--- src/rtl/des_pkg.sv ---
// Shared DES key-schedule constants: widths, per-step shift tables, FSM encoding.
// Latency: none (declarations and a combinational helper only).
// Backpressure: not applicable.
package des_pkg;

    localparam int KEY_W = 64;
    localparam int CD_W  = 28;
    localparam int SK_W  = 48;

    // Rotation amount per schedule step 1..16 (index 0 = step 1).
    // Encrypt rotates left; decrypt walks the same path backwards with right rotates.
    localparam logic [1:0] ENC_SHIFT [16] = '{
        2'd1, 2'd1, 2'd2, 2'd2, 2'd2, 2'd2, 2'd2, 2'd2,
        2'd1, 2'd2, 2'd2, 2'd2, 2'd2, 2'd2, 2'd2, 2'd1
    };
    localparam logic [1:0] DEC_SHIFT [16] = '{
        2'd0, 2'd1, 2'd2, 2'd2, 2'd2, 2'd2, 2'd2, 2'd2,
        2'd1, 2'd2, 2'd2, 2'd2, 2'd2, 2'd2, 2'd2, 2'd1
    };

    typedef enum logic [1:0] {
        ST_IDLE = 2'd0,
        ST_RUN  = 2'd1,
        ST_DONE = 2'd2
    } state_t;

    // Rotate one 28-bit half; DES bit 1 sits in the MSB, so "left" moves bits toward the MSB.
    function automatic logic [CD_W-1:0] rot_cd(input logic [CD_W-1:0] x,
                                               input logic [1:0]      amt,
                                               input logic            right);
        logic [2*CD_W-1:0] w_dbl;
        logic [CD_W-1:0]   w_res;
        w_dbl = '0;
        w_res = '0;
        if (right) begin
            w_dbl = {x, x} >> amt;
            w_res = w_dbl[CD_W-1:0];
        end else begin
            w_dbl = {x, x} << amt;
            w_res = w_dbl[2*CD_W-1:CD_W];
        end
        return w_res;
    endfunction

endpackage

--- src/rtl/des_pc1.sv ---
// DES Permuted Choice 1: 64-bit key -> 56-bit C||D, parity bits dropped.
// Latency: purely combinational.
// Backpressure: not applicable.
module des_pc1
    import des_pkg::*;
(
    input  logic [KEY_W-1:0]  i_key,
    output logic [2*CD_W-1:0] o_cd
);

    // Source DES bit number for each output bit 1..56 (DES bit n lives at vector index W-n).
    localparam int PC1_TAB [56] = '{
        57, 49, 41, 33, 25, 17,  9,
         1, 58, 50, 42, 34, 26, 18,
        10,  2, 59, 51, 43, 35, 27,
        19, 11,  3, 60, 52, 44, 36,
        63, 55, 47, 39, 31, 23, 15,
         7, 62, 54, 46, 38, 30, 22,
        14,  6, 61, 53, 45, 37, 29,
        21, 13,  5, 28, 20, 12,  4
    };

    for (genvar j = 0; j < 56; j++) begin : g_bit
        assign o_cd[2*CD_W-1-j] = i_key[KEY_W-PC1_TAB[j]];
    end

    // Parity bits 8,16,...,64 take no part in the schedule.
    logic w_unused_parity;
    assign w_unused_parity = ^{i_key[56], i_key[48], i_key[40], i_key[32],
                               i_key[24], i_key[16], i_key[8],  i_key[0]};

endmodule

--- src/rtl/des_pc2.sv ---
// DES Permuted Choice 2: 56-bit C||D -> 48-bit round subkey.
// Latency: purely combinational.
// Backpressure: not applicable.
module des_pc2
    import des_pkg::*;
(
    input  logic [2*CD_W-1:0] i_cd,
    output logic [SK_W-1:0]   o_sk
);

    // Source bit number (1..56 of C||D) for each subkey bit 1..48.
    localparam int PC2_TAB [48] = '{
        14, 17, 11, 24,  1,  5,
         3, 28, 15,  6, 21, 10,
        23, 19, 12,  4, 26,  8,
        16,  7, 27, 20, 13,  2,
        41, 52, 31, 37, 47, 55,
        30, 40, 51, 45, 33, 48,
        44, 49, 39, 56, 34, 53,
        46, 42, 50, 36, 29, 32
    };

    for (genvar j = 0; j < 48; j++) begin : g_bit
        assign o_sk[SK_W-1-j] = i_cd[2*CD_W-PC2_TAB[j]];
    end

    // C||D bits 9,18,22,25,35,38,43,54 are dropped by PC-2.
    logic w_unused_drop;
    assign w_unused_drop = ^{i_cd[47], i_cd[38], i_cd[34], i_cd[31],
                             i_cd[21], i_cd[18], i_cd[13], i_cd[2]};

endmodule

--- src/rtl/des_key_schedule.sv ---
// DES key schedule: streams the 16 round subkeys in encrypt (K1..K16) or decrypt (K16..K1) order.
// Latency: first subkey valid 1 cycle after start is accepted; one subkey per accepted transfer.
// Backpressure: valid/ready; without a transfer C/D, subkey and sk_num hold; done pulses after K16/K1 is taken.
module des_key_schedule
    import des_pkg::*;
(
    input  logic             clk,
    input  logic             rst,
    input  logic             start,
    input  logic [KEY_W-1:0] key,      // DES bit 1 at key[63]
    input  logic             mode,     // 0 = encrypt order, 1 = decrypt order
    input  logic             sk_ready,
    output logic [SK_W-1:0]  subkey,   // DES bit 1 at subkey[47]
    output logic             sk_valid,
    output logic [4:0]       sk_num,
    output logic             busy,
    output logic             done
);

    state_t          r_state;
    state_t          w_state_nxt;
    logic [CD_W-1:0] r_c;
    logic [CD_W-1:0] r_d;
    logic [4:0]      r_cnt;
    logic            r_mode;

    logic [2*CD_W-1:0] w_pc1;
    logic [CD_W-1:0]   w_c0;
    logic [CD_W-1:0]   w_d0;
    logic [1:0]        w_load_amt;
    logic [1:0]        w_step_amt;
    logic              w_load;
    logic              w_adv;

    des_pc1 u_pc1 (
        .i_key (key),
        .o_cd  (w_pc1)
    );

    des_pc2 u_pc2 (
        .i_cd  ({r_c, r_d}),
        .o_sk  (subkey)
    );

    assign w_c0 = w_pc1[2*CD_W-1:CD_W];
    assign w_d0 = w_pc1[CD_W-1:0];

    // Step 1 is applied on load; on advance from count n the next step is n+1 (table index n).
    assign w_load_amt = mode   ? DEC_SHIFT[0]          : ENC_SHIFT[0];
    assign w_step_amt = r_mode ? DEC_SHIFT[r_cnt[3:0]] : ENC_SHIFT[r_cnt[3:0]];

    assign sk_num = r_mode ? (5'd17 - r_cnt) : r_cnt;

    // Next-state decode and handshake/status outputs.
    always_comb begin
        w_state_nxt = r_state;
        w_load      = 1'b0;
        w_adv       = 1'b0;
        sk_valid    = 1'b0;
        done        = 1'b0;
        busy        = 1'b1;
        case (r_state)
            ST_IDLE: begin
                busy = 1'b0;
                if (start) begin
                    w_load      = 1'b1;
                    w_state_nxt = ST_RUN;
                end
            end
            ST_RUN: begin
                sk_valid = 1'b1;
                if (sk_ready) begin
                    if (r_cnt == 5'd16) begin
                        w_state_nxt = ST_DONE;
                    end else begin
                        w_adv = 1'b1;
                    end
                end
            end
            ST_DONE: begin
                done        = 1'b1;
                w_state_nxt = ST_IDLE;
            end
            default: begin
                w_state_nxt = ST_IDLE;
            end
        endcase
    end

    // State register plus C/D halves, delivery count and latched order; reset wins over everything.
    always_ff @(posedge clk) begin
        if (rst) begin
            r_state <= ST_IDLE;
            r_c     <= '0;
            r_d     <= '0;
            r_cnt   <= '0;
            r_mode  <= 1'b0;
        end else begin
            r_state <= w_state_nxt;
            if (w_load) begin
                r_c    <= rot_cd(w_c0, w_load_amt, mode);
                r_d    <= rot_cd(w_d0, w_load_amt, mode);
                r_cnt  <= 5'd1;
                r_mode <= mode;
            end else if (w_adv) begin
                r_c   <= rot_cd(r_c, w_step_amt, r_mode);
                r_d   <= rot_cd(r_d, w_step_amt, r_mode);
                r_cnt <= r_cnt + 5'd1;
            end
        end
    end

endmodule
--- config.mk ---
export PLATFORM = sky130hd
export DESIGN_NAME = des_key_schedule
export DESIGN_NICKNAME = d
export VERILOG_FILES = /design/src/rtl/des_pkg.sv /design/src/rtl/des_pc1.sv /design/src/rtl/des_pc2.sv /design/src/rtl/des_key_schedule.sv
export SDC_FILE = /design/constraint.sdc
export NUM_CORES = 1
export LEC_CHECK = 0
export BUFFER_PORTS_ARGS = -buffer_cell sky130_fd_sc_hd__buf_2
export CAP_MARGIN = 25
export CORE_ASPECT_RATIO = 0.75
export CORE_MARGIN = 4
export CORE_UTILIZATION = 35
export CTS_BUF_LIST = sky130_fd_sc_hd__clkbuf_16
export DETAILED_ROUTE_END_ITERATION = 10
export GPL_TIMING_DRIVEN = 0
export SLEW_MARGIN = 20
export SYNTH_ARGS = -nofsm -noshare
export SYNTH_HDL_FRONTEND = slang
export SYNTH_SLANG_ARGS = --single-unit
--- constraint.sdc ---
create_clock -name clk -period 7.2 [get_ports clk]
set_input_delay 0.72 -clock clk [delete_from_list [all_inputs] [get_ports clk]]
set_output_delay 0.72 -clock clk [all_outputs]
set_load 0.01 [all_outputs]
# Word level (Yosys, flattened, before mapping)
# Memories as Yosys holds them, arrays and structs flattened.
# Index checks and enable logic that the tools add are counted.
# classes
reduce_logical	4
n_mux	29
n_eq_ne	6
shift	8
addsub	2
bitwise_logic	1
order_cmp	1
# op_table
op	count
$mux W28	8
$shl A56 B1 Y56	2
$shl A56 B2 Y56	2
$shr A56 B1 Y28	2
$shr A56 B2 Y28	2
$mux W2	8
$mux W1	11
$ne A2 B2 Y1 const B	3
$add A5 B1 Y5 const B	1
$eq A5 B5 Y1 const B	1
$ge A5 B5 Y1 const B	1
$mux W5	1
$not A4 Y5	1
$sub A5 B5 Y5 const A	1
$pmux W2 S2	1
$reduce_and A3 Y1	1
$eq A2 B1 Y1 const B	1
$eq A2 B2 Y1 const B	1
$logic_not A2 Y1	1
$reduce_bool A2 Y1	1
$reduce_or A2 Y1	1
# word_totals
in_bits	69
ff_bits	64
mem_bits_ro	64
elab_cells	59
output_inout_bits	56
mem_count	2
# mem_list
memory	depth	width	rd	rd_ports_with_merged_regs	wr	line	source
(name not given)	16	2	1	0	0	des_key_schedule.sv:50	assign w_step_amt = r_mode ? DEC_SHIFT[r_cnt[3:0]] : ENC_SHIFT[r_cnt[3:0]];
(name not given)	16	2	1	0	0	des_key_schedule.sv:50	

# Longest topological paths before layout
# Gate-level depths: netlist (run 1).
# depth
word_depth	9
ltp_mapped	11
ltp_nobuf	8

# Modules after synthesis
# From an unflattened synthesis (run 1), not the netlist that was laid out.
# unflattened
cells_unflattened	980
hier_area_um2	7464.7
# modules_own_cells
mod	seq_area_each_um2	n_inst	cells_per_inst	area_per_inst_um2
des_key_schedule	1281.2	1	876	6683.9
des_pc1	0.0	1	56	420.4
des_pc2	0.0	1	48	360.3

# Least setup slack after synthesis (run 1)
# Ideal clock, no wire load.
# synth_path
kind	reg-to-reg
startpoint	register r_cnt[1]
endpoint	register r_d[27]
path_buffers	1
setup_ns	0.122
stages_incl_launch_ff	10
setup_slack_ns	4.923
period_less_slack_ns	2.277
arrival_ns	2.156
cell_sequence	dfxtp_1 > inv_1 > ha_1 > and3b_1 > buf_6 > or3_4 > nand2_1 > mux2i_1 > o221ai_1 > a221o_1
# synth_via
elab_chain_cells	9
word_cells_on_any_way	18
cone_classes	eq/ne: 1; shift: 2; mux: 11; bitwise: 1; reduce/logical: 1; memory: 2
# synth_rtl
item	line	source
start: declaration	des_key_schedule.sv:24	logic [4:0] r_cnt;
start signal: assignment	des_key_schedule.sv:108	r_cnt <= r_cnt + 5'd1;
$not A4 Y5 (not written as such)	des_key_schedule.sv:50	
$mem_v2 Z16 W2	-	
$mux W2 (not written as such) (2 in series)	des_key_schedule.sv:50	
$mux W2	des_key_schedule.sv:50	
$shl A56 B2 Y56 / $shr A56 B2 Y28 (equally long branches)	des_pkg.sv:39, des_pkg.sv:36	
$mux W28	des_pkg.sv:35	if (right) begin
$mux W28	des_key_schedule.sv:105	end else if (w_adv) begin
$mux W28	des_key_schedule.sv:100	if (w_load) begin
end signal: assignment	des_key_schedule.sv:102	r_d <= rot_cd(w_d0, w_load_amt, mode);
end signal: assignment	des_key_schedule.sv:107	r_d <= rot_cd(r_d, w_step_amt, r_mode);
end: declaration	des_key_schedule.sv:23	logic [CD_W-1:0] r_d;
# Parallel ways exist; a longest one is shown, timed or not. The select of a mux whose other input is x is not followed.
# A chain may end at the register's enable or synchronous reset.

# Final worst setup path (run 1)
# layout_path
startpoint	register r_cnt[1]
endpoint	register r_c[4]
# layout_via
elab_chain_cells	9
word_cells_on_any_way	18
cone_classes	eq/ne: 1; shift: 2; mux: 11; bitwise: 1; reduce/logical: 1; memory: 2
# layout_rtl
item	line	source
$not A4 Y5 (not written as such)	des_key_schedule.sv:50	
$mem_v2 Z16 W2	-	
$mux W2 (not written as such) (2 in series)	des_key_schedule.sv:50	
$mux W2	des_key_schedule.sv:50	
$shl A56 B2 Y56 / $shr A56 B2 Y28 (equally long branches)	des_pkg.sv:39, des_pkg.sv:36	
$mux W28	des_pkg.sv:35	
$mux W28	des_key_schedule.sv:105	
$mux W28	des_key_schedule.sv:100	
end signal: assignment	des_key_schedule.sv:101	r_c <= rot_cd(w_c0, w_load_amt, mode);
end signal: assignment	des_key_schedule.sv:106	r_c <= rot_cd(r_c, w_step_amt, r_mode);
end: declaration	des_key_schedule.sv:22	logic [CD_W-1:0] r_c;
# Parallel ways exist; a longest one is shown, timed or not. The select of a mux whose other input is x is not followed.

==> impl_metrics.toml, run 1 <==
[clock_network]
postCtsResizedCells = 0
tritoncts.num_buffers = 9
clockRootBuffer = "clkbuf_16"
ctsHoldBuffers = 0
postCtsSetupRepairBufs = 0
cts.path.max_buffers = 2
clock_tree.htree_level_count = 3
cts_sinks = 64
worstSkewPairLatency_ns = 0.36
cts.clk_slew.worst_paths_ns = 0.06
cts_tree = "yes"

[placed_design]
globalplace.congestion = 1.020
post-dp-hpwl_mm = 28.28
placement.io_buffers = 114
post-place-ws_ns = 3.751
dpl-instance-area_um2 = 8103

[die]
die_x_um = 173.4
io_pins = 125
floorplan.rows = 45
die_area_um2 = 22910
floorplan.initialDensity_pct = 35.54
y_dimension_of_the_die_um = 132.1
core_region_area_um2 = 20210

[setup_path]
path_cells = "inv_1 > ha_1 > nor2_2 > a22oi_1 > a21oi_1 > buf_2 > a221oi_1 > a31oi_1"
path_buf_inv = 2
cp_slowest_stage_delay_ns = 0.78
critPathKind = "reg2reg"
crit_path_start_kind = "flip-flop"
worstPathMaxFanout = 10
critPathCaptureType = "flip-flop"
slowest_stage = "a21oi_1"
required_time_at_the_endpoint_of_the_critical_path_ns = 7.44
critical-path-top-delay-family = "compound AO/OA/AOI/OAI gates"
timing.critical_path.arrival_ns = 3.72

[power_and_ir_drop]
pwr_density_cell_nw_per_um2 = 172.7
worst_ir_drop_vdd_mv = 0.08542
leakage_nw = 3.473

[sta]
slew_at_the_pin_closest_to_its_max_slew_limit_ns = 1.205
rsz0062_at_grt = "false"
post-route-period-util_pct = 48.33
timing.fmax_mhz = 287.4
finalHoldWorstSlack_ns = 0.5858
final_max_slew_viol_count = 0
hold_violations = 0
fin_setup_tns_ns = 0
timing.max_slew.rel_slack_pct = 19.04
finalWorstSetupSlack_ns = 3.720
setup_viol = 0
final.min_clock_period_ns = 3.480
finalClockSkew_ns = 0.01546

[routing]
drt_wl_total_mm = 39.48
number_of_vias_in_the_routed_layout = 8821
detailedRoute.firstPassIterationCount = 6
detailedRoute.firstIterationViolations = 1512
detail_route.wl_per_cell_um = 29.50
vias_per_cell = 6.593
route.detailed.drc = 0
ant_nets = 0

[grt]
grt_usage_pct = 32.61
grt_pass1_vias = 8096
grt_overflow_total = 0
maximum_number_of_pins_on_one_net_before_global_route_repair = 12
grt_pass1_wl_mm = 56.00
antenna_violations_before_repair = 0

[logic_synthesis]
synth_area_um2 = 7184
asyncSetResetFlopFracSynth_pct = 0
seq_cells_post_synth = 64
synth_fp_nets = 1025
post_synth_inst_count = 948
synth_top_flop_cell = "dfxtp_1"
total_number_of_yosys_warnings = 0
syn-mean-instance-area_um2 = 7.578
synthDistinctLibCells = 67
synth_enable_flop_cells = 0
synth_seq_area_share_pct = 17.83

[cells_and_area]
stdcell_area_um2 = 8394
antennaDiodeCount = 0
layout.core_utilization_pct = 41.53
final_net_count = 1153
layout-drive-gt1-share_pct = 26.85
final.fill_count = 2160
flow.area_growth_from_synthesis_pct = 16.84

[flow_run]
cap_violations = 0

[run_status]
result_of_the_run = "complete, no violations"

[min_path]
hp-class = "reg2reg"
power breakdown:
part	switching, mW	internal, mW	total, mW	leakage, nW
sequential	0.0485	0.383	0.431	0.524
combinational	0.352	0.207	0.559	2.81
clock	0.194	0.265	0.459	0.141
sequential cells by signal, summed over array words and instances (netlist names):
signal and cells:
r_state 2, r_c 28, r_d 28, r_cnt 5, r_mode 1
layer usage:
layer	track usage (%)	wire [µm]
met3	12.41	6025
met1	46.41	16780
met4	10.72	1153
met2	44.87	15520
met5	0	0
per-stage QoR:
| step | power, mW | std cells |
|---|---|---|
| 2_1_floorplan | 0.7567 | 948 |
| 3_3_place_gp | 0.9686 | 1320 |
| 3_5_place_dp | 0.9671 | 1322 |
| 4_1_cts | 1.423 | 1337 |
| 5_1_grt | 1.489 | 1338 |
| 6_report | 1.449 | 1338 |
worst min-delay path, delay by kind of cell (launching register included):
kind | cells | cell delay (ns)
xor gates and xnor gates | 1 | 0.09
and+or+nand+nor | 1 | 0.07
DFF | 1 | 0.39
worst paths after layout:
kind | from | endpoint | slack [ns] | cells after the start
max | r_cnt[1]$_SDFFE_PP0P_ | r_c[4]$_SDFFE_PP0P_ | 3.72 | 8
min | r_cnt[4]$_SDFFE_PP0P_ | r_cnt[4]$_SDFFE_PP0P_ | 0.59 | 2
max reg2reg | r_cnt[1]$_SDFFE_PP0P_ | r_c[4]$_SDFFE_PP0P_ | 3.72 | 8
min reg2reg | r_cnt[4]$_SDFFE_PP0P_ | r_cnt[4]$_SDFFE_PP0P_ | 0.59 | 2
layout by cell type, fill, tap and decap left out, types with 4 or more instances in the layout:
master     count
a211oi_1       7
a21o_1         8
a21oi_1      121
a221o_1        9
a221oi_1      36
a22o_1         5
a22oi_1        8
a2bb2oi_1      7
a31oi_1       61
and3_1         4
buf_1         15
buf_2        148
buf_4         59
buf_6          5
clkbuf_1      52
clkbuf_16      9
dfxtp_1       64
ha_1           8
inv_1          6
mux2_1         4
mux2_2        39
mux2i_1       91
nand2_1      110
nand3_1       11
nand4_1        6
nor2_1        10
nor2_2         4
nor2b_1        7
nor3_1         7
o211ai_1      11
o21ai_0       54
o21ai_1        5
o221a_2        5
o221ai_1      23
o22a_1         7
o22ai_1        5
cell type report:
type	count	area (µm²)	share of cell area, %
tap	258	322.8	3.846
timing repair buffer	117	590.6	7.035
sequential	64	1281	15.26
clock inverter	6	61.31	0.7304
inverter	8	30.03	0.3577
clock buffer	9	225.2	2.683
buffer	162	900.9	10.73
multi-input combinational	714	4982	59.35
cell usage after synthesis, types with 2 or more instances:
master,n,share of area (%)
a21oi_1,121,8.4
nand2_1,110,5.7
mux2i_1,91,13
dfxtp_1,64,18
a31oi_1,61,5.3
buf_4,57,6.0
o21ai_0,54,3.8
clkbuf_1,52,2.7
mux2_2,39,6.1
a221oi_1,36,4.4
buf_2,33,2.3
o221ai_1,23,2.8
buf_1,15,0.78
nand3_1,11,0.77
o211ai_1,11,1.1
nor2_1,10,0.52
a221o_1,9,1.3
a211oi_1,8,0.84
a21o_1,8,0.84
a22oi_1,8,0.84
ha_1,8,1.4
nor3_1,8,0.56
a2bb2oi_1,7,0.85
nor2b_1,7,0.61
o22a_1,7,0.85
inv_1,6,0.31
nand4_1,6,0.52
a22o_1,5,0.61
buf_6,5,0.78
o21ai_1,5,0.35
o221a_2,5,0.78
o22ai_1,5,0.44
and3_1,4,0.35
mux2_1,4,0.63
nor2_2,4,0.35
and2_1,3,0.26
xnor2_1,3,0.37
xor2_1,3,0.37
and3b_1,2,0.24
nand2b_1,2,0.17
nor4_1,2,0.17
cell families after synthesis:
group / synth area share, %
AOI/OAI and AO/OA: 34.71
xor gates and xnor gates: 0.7316
adders and majority gates: 1.393
buffers and inverters: 12.96
DFF: 17.83
muxes: 20.13
and+or+nand+nor: 12.24
No activity file was read; power rests on OpenSTA's default activity.
==> inputs of run 2 (changes only) <==
--- a/config.mk
+++ b/config.mk
@@ -5,6 +5,7 @@
 export SDC_FILE = /design/constraint.sdc
 export NUM_CORES = 1
 export LEC_CHECK = 0
+export ABC_AREA = 1
 export BUFFER_PORTS_ARGS = -buffer_cell sky130_fd_sc_hd__buf_2
 export CAP_MARGIN = 25
 export CORE_ASPECT_RATIO = 0.75
==> constraint.sdc (replaced) <==
create_clock -name clk -period 3.3 [get_ports clk]
set_input_delay 0.33 -clock clk [delete_from_list [all_inputs] [get_ports clk]]
set_output_delay 0.33 -clock clk [all_outputs]
set_load 0.01 [all_outputs]
==> impl_metrics.toml, run 2 <==
[sta]
finalHoldWorstSlack_ns = 0.2454
final_max_slew_viol_count = 0
timing.max_slew.rel_slack_pct = 37.75
finalClockSkew_ns = 0.004902
rsz0062_at_grt = "false"
finalWorstSetupSlack_ns = 0.6257
setup_viol = 0
hold_violations = 0
timing.fmax_mhz = 373.9
final.min_clock_period_ns = 2.674
slew_at_the_pin_closest_to_its_max_slew_limit_ns = 0.9337
post-route-period-util_pct = 81.04
fin_setup_tns_ns = 0

[setup_path]
path_buf_inv = 2
cp_slowest_stage_delay_ns = 0.61
critPathCaptureType = "flip-flop"
worstPathMaxFanout = 10
critical-path-top-delay-family = "simple AND/OR/NAND/NOR gates"
slowest_stage = "clkbuf_1"
timing.critical_path.arrival_ns = 2.96
required_time_at_the_endpoint_of_the_critical_path_ns = 3.59
crit_path_start_kind = "flip-flop"
critPathKind = "reg2reg"
path_cells = "inv_1 > ha_1 > nor2_2 > nand2_2 > clkbuf_1 > nand4_1 > nand3_1 > nand3_1 > nand2_1 > nand2_1 > a21oi_1"

[logic_synthesis]
synth_top_cells_by_area = "nand2_1, dfxtp_1, nand3_1, nand4_1, buf_4"
synth_fp_nets = 1487
synth_area_um2 = 7604
synth_seq_area_share_pct = 16.85
asyncSetResetFlopFracSynth_pct = 0
synthDistinctLibCells = 32
syn-mean-instance-area_um2 = 5.393
seq_cells_post_synth = 64
synth_enable_flop_cells = 0
post_synth_most_frequent_cells = "nand2_1, nand3_1, nand4_1, nor2_1, inv_1"
post_synth_inst_count = 1410
synth_top_flop_cell = "dfxtp_1"
total_number_of_yosys_warnings = 0
synth_top_area_share_pct = 25.32
synth.largest_area_cell = "nand2_1"
most_common_cell_in_the_netlist = "nand2_1"

[die]
floorplan.initialDensity_pct = 35.80
io_pins = 125
floorplan.rows = 46
y_dimension_of_the_die_um = 135.6
core_region_area_um2 = 21240
die_area_um2 = 24170
die_x_um = 178.2

[power_and_ir_drop]
combPwrFrac_pct = 42.6
report.power.total_mw = 3.559
p_seq_share_pct = 26.9
p_int_mw = 2.046
power_frac_clock_pct = 30.5
power_switching_share_pct = 42.53
power_switching_mw = 1.514
worst_ir_drop_vdd_mv = 0.2502
leakage_nw = 4.329
pwr_density_cell_nw_per_um2 = 401.4

[clock_network]
clock_tree.htree_level_count = 3
ctsHoldBuffers = 0
tritoncts.num_buffers = 9
clockRootBuffer = "clkbuf_16"
cts.clk_slew.worst_paths_ns = 0.06
postCtsSetupRepairBufs = 0
postCtsResizedCells = 0
cts.path.max_buffers = 2
cts_sinks = 64
cts_tree = "yes"
worstSkewPairLatency_ns = 0.36

[routing]
detail_route.wl_per_cell_um = 19.12
detailedRoute.firstPassIterationCount = 7
vias_per_cell = 5.699
ant_nets = 0
drt_wl_total_mm = 35.01
number_of_vias_in_the_routed_layout = 10435
route.detailed.drc = 0
detailedRoute.firstIterationViolations = 1357

[placed_design]
dpl-instance-area_um2 = 8544
post-place-ws_ns = 0.8003
post-dp-hpwl_mm = 25.68
placement.io_buffers = 116
globalplace.congestion = 1.007
post_place_cells = 1814

[flow_run]
cap_violations = 0

[cells_and_area]
stdcell_area_um2 = 8869
flow.area_growth_from_synthesis_pct = 16.64
largest_registers = "r_c (28), r_d (28), r_cnt (5)"
final_common_cell = "nand2_1"
layout-drive-gt1-share_pct = 16.93
final_cell_count_no_fill = 1831
final_net_count = 1614
layout.core_utilization_pct = 41.76
final.fill_count = 2440
final_cell_mix = "nand2_1, nand3_1, buf_2, nand4_1, nor2_1"

[grt]
grt_overflow_total = 0
grt_pass1_vias = 9268
grt_usage_pct = 28.35
maximum_number_of_pins_on_one_net_before_global_route_repair = 13
antenna_violations_before_repair = 0
grt_pass1_wl_mm = 53.34

[run_status]
result_of_the_run = "complete, no violations"

[min_path]
hp-class = "in2reg"
run 2: cell types whose count changed after synthesis, moves of 39 or more:
| cell | change |
|---|---|
| nand2_1 | +403 |
| nand3_1 | +207 |
| nand4_1 | +102 |
| nor2_1 | +93 |
| mux2i_1 | -91 |
| inv_1 | +66 |
| a21oi_1 | -58 |
| o21ai_0 | -43 |
| mux2_2 | -39 |
run 2: logic make-up after synthesis:
group           synth area share [%]
buf+inv                        15.99
simple gates                   55.87
fa+ha+maj                      1.316
flops                          16.85
compound gates                 9.742
xor+xnor                      0.2304
run 2: path summary, 6_finish.rpt:
path                             end  slack, ns               startpoint  depth (start not counted)
min          r_state[1]$_SDFFE_PP0P_       0.25                 sk_ready                          3
max reg2reg     r_d[27]$_SDFFE_PP0P_       0.63    r_cnt[1]$_SDFFE_PP0P_                         11
max             r_d[27]$_SDFFE_PP0P_       0.63    r_cnt[1]$_SDFFE_PP0P_                         11
min reg2reg  r_state[1]$_SDFFE_PP0P_       0.49  r_state[0]$_SDFFE_PP0P_                          2
run 2: area by class of cell:
class                           instances  area (µm²)  share of cell area [%]
Multi-Input combinational cell       1104        5106                   57.58
Sequential cell                        64        1281                   14.45
Buffer                                164       920.9                   10.38
Timing Repair Buffer                  116       580.6                   6.546
Tap cell                              288       360.3                   4.063
Inverter                               78       295.3                   3.330
Clock buffer                            9       225.2                   2.540
Clock inverter                          7       96.34                   1.086
Antenna cell                            1       2.502                 0.02822
run 2: worst register-to-register path: stages, from the launching register on:
cell,delay (ns)
dfxtp_1,0.35
inv_1,0.22
ha_1,0.24
nor2_2,0.06
nand2_2,0.29
clkbuf_1,0.62
nand4_1,0.24
nand3_1,0.15
nand3_1,0.09
nand2_1,0.16
nand2_1,0.07
a21oi_1,0.12
run 2: power by group through the flow:
stage          Combinational [mW]  Clock, mW  Sequential (mW)
2_1_floorplan                1.03          0            0.927
3_3_place_gp                 1.46          0            0.971
3_5_place_dp                 1.47          0            0.971
4_1_cts                      1.48       1.10            0.954
5_1_grt                      1.67       1.12            0.969
6_report                     1.52       1.08            0.959
run 2: routing by layer:
| layer | wire length, µm | vias up | track usage [%] | share of wire, % |
|---|---|---|---|---|
| met5 | 0 | - | 0 | 0 |
| met4 | 883 | 0 | 9.246 | 2.5 |
| met3 | 3994 | 68 | 6.055 | 11 |
| met2 | 14290 | 639 | 41.15 | 41 |
| met1 | 15840 | 4800 | 41.51 | 45 |
| li1 | - | 4928 | - | - |
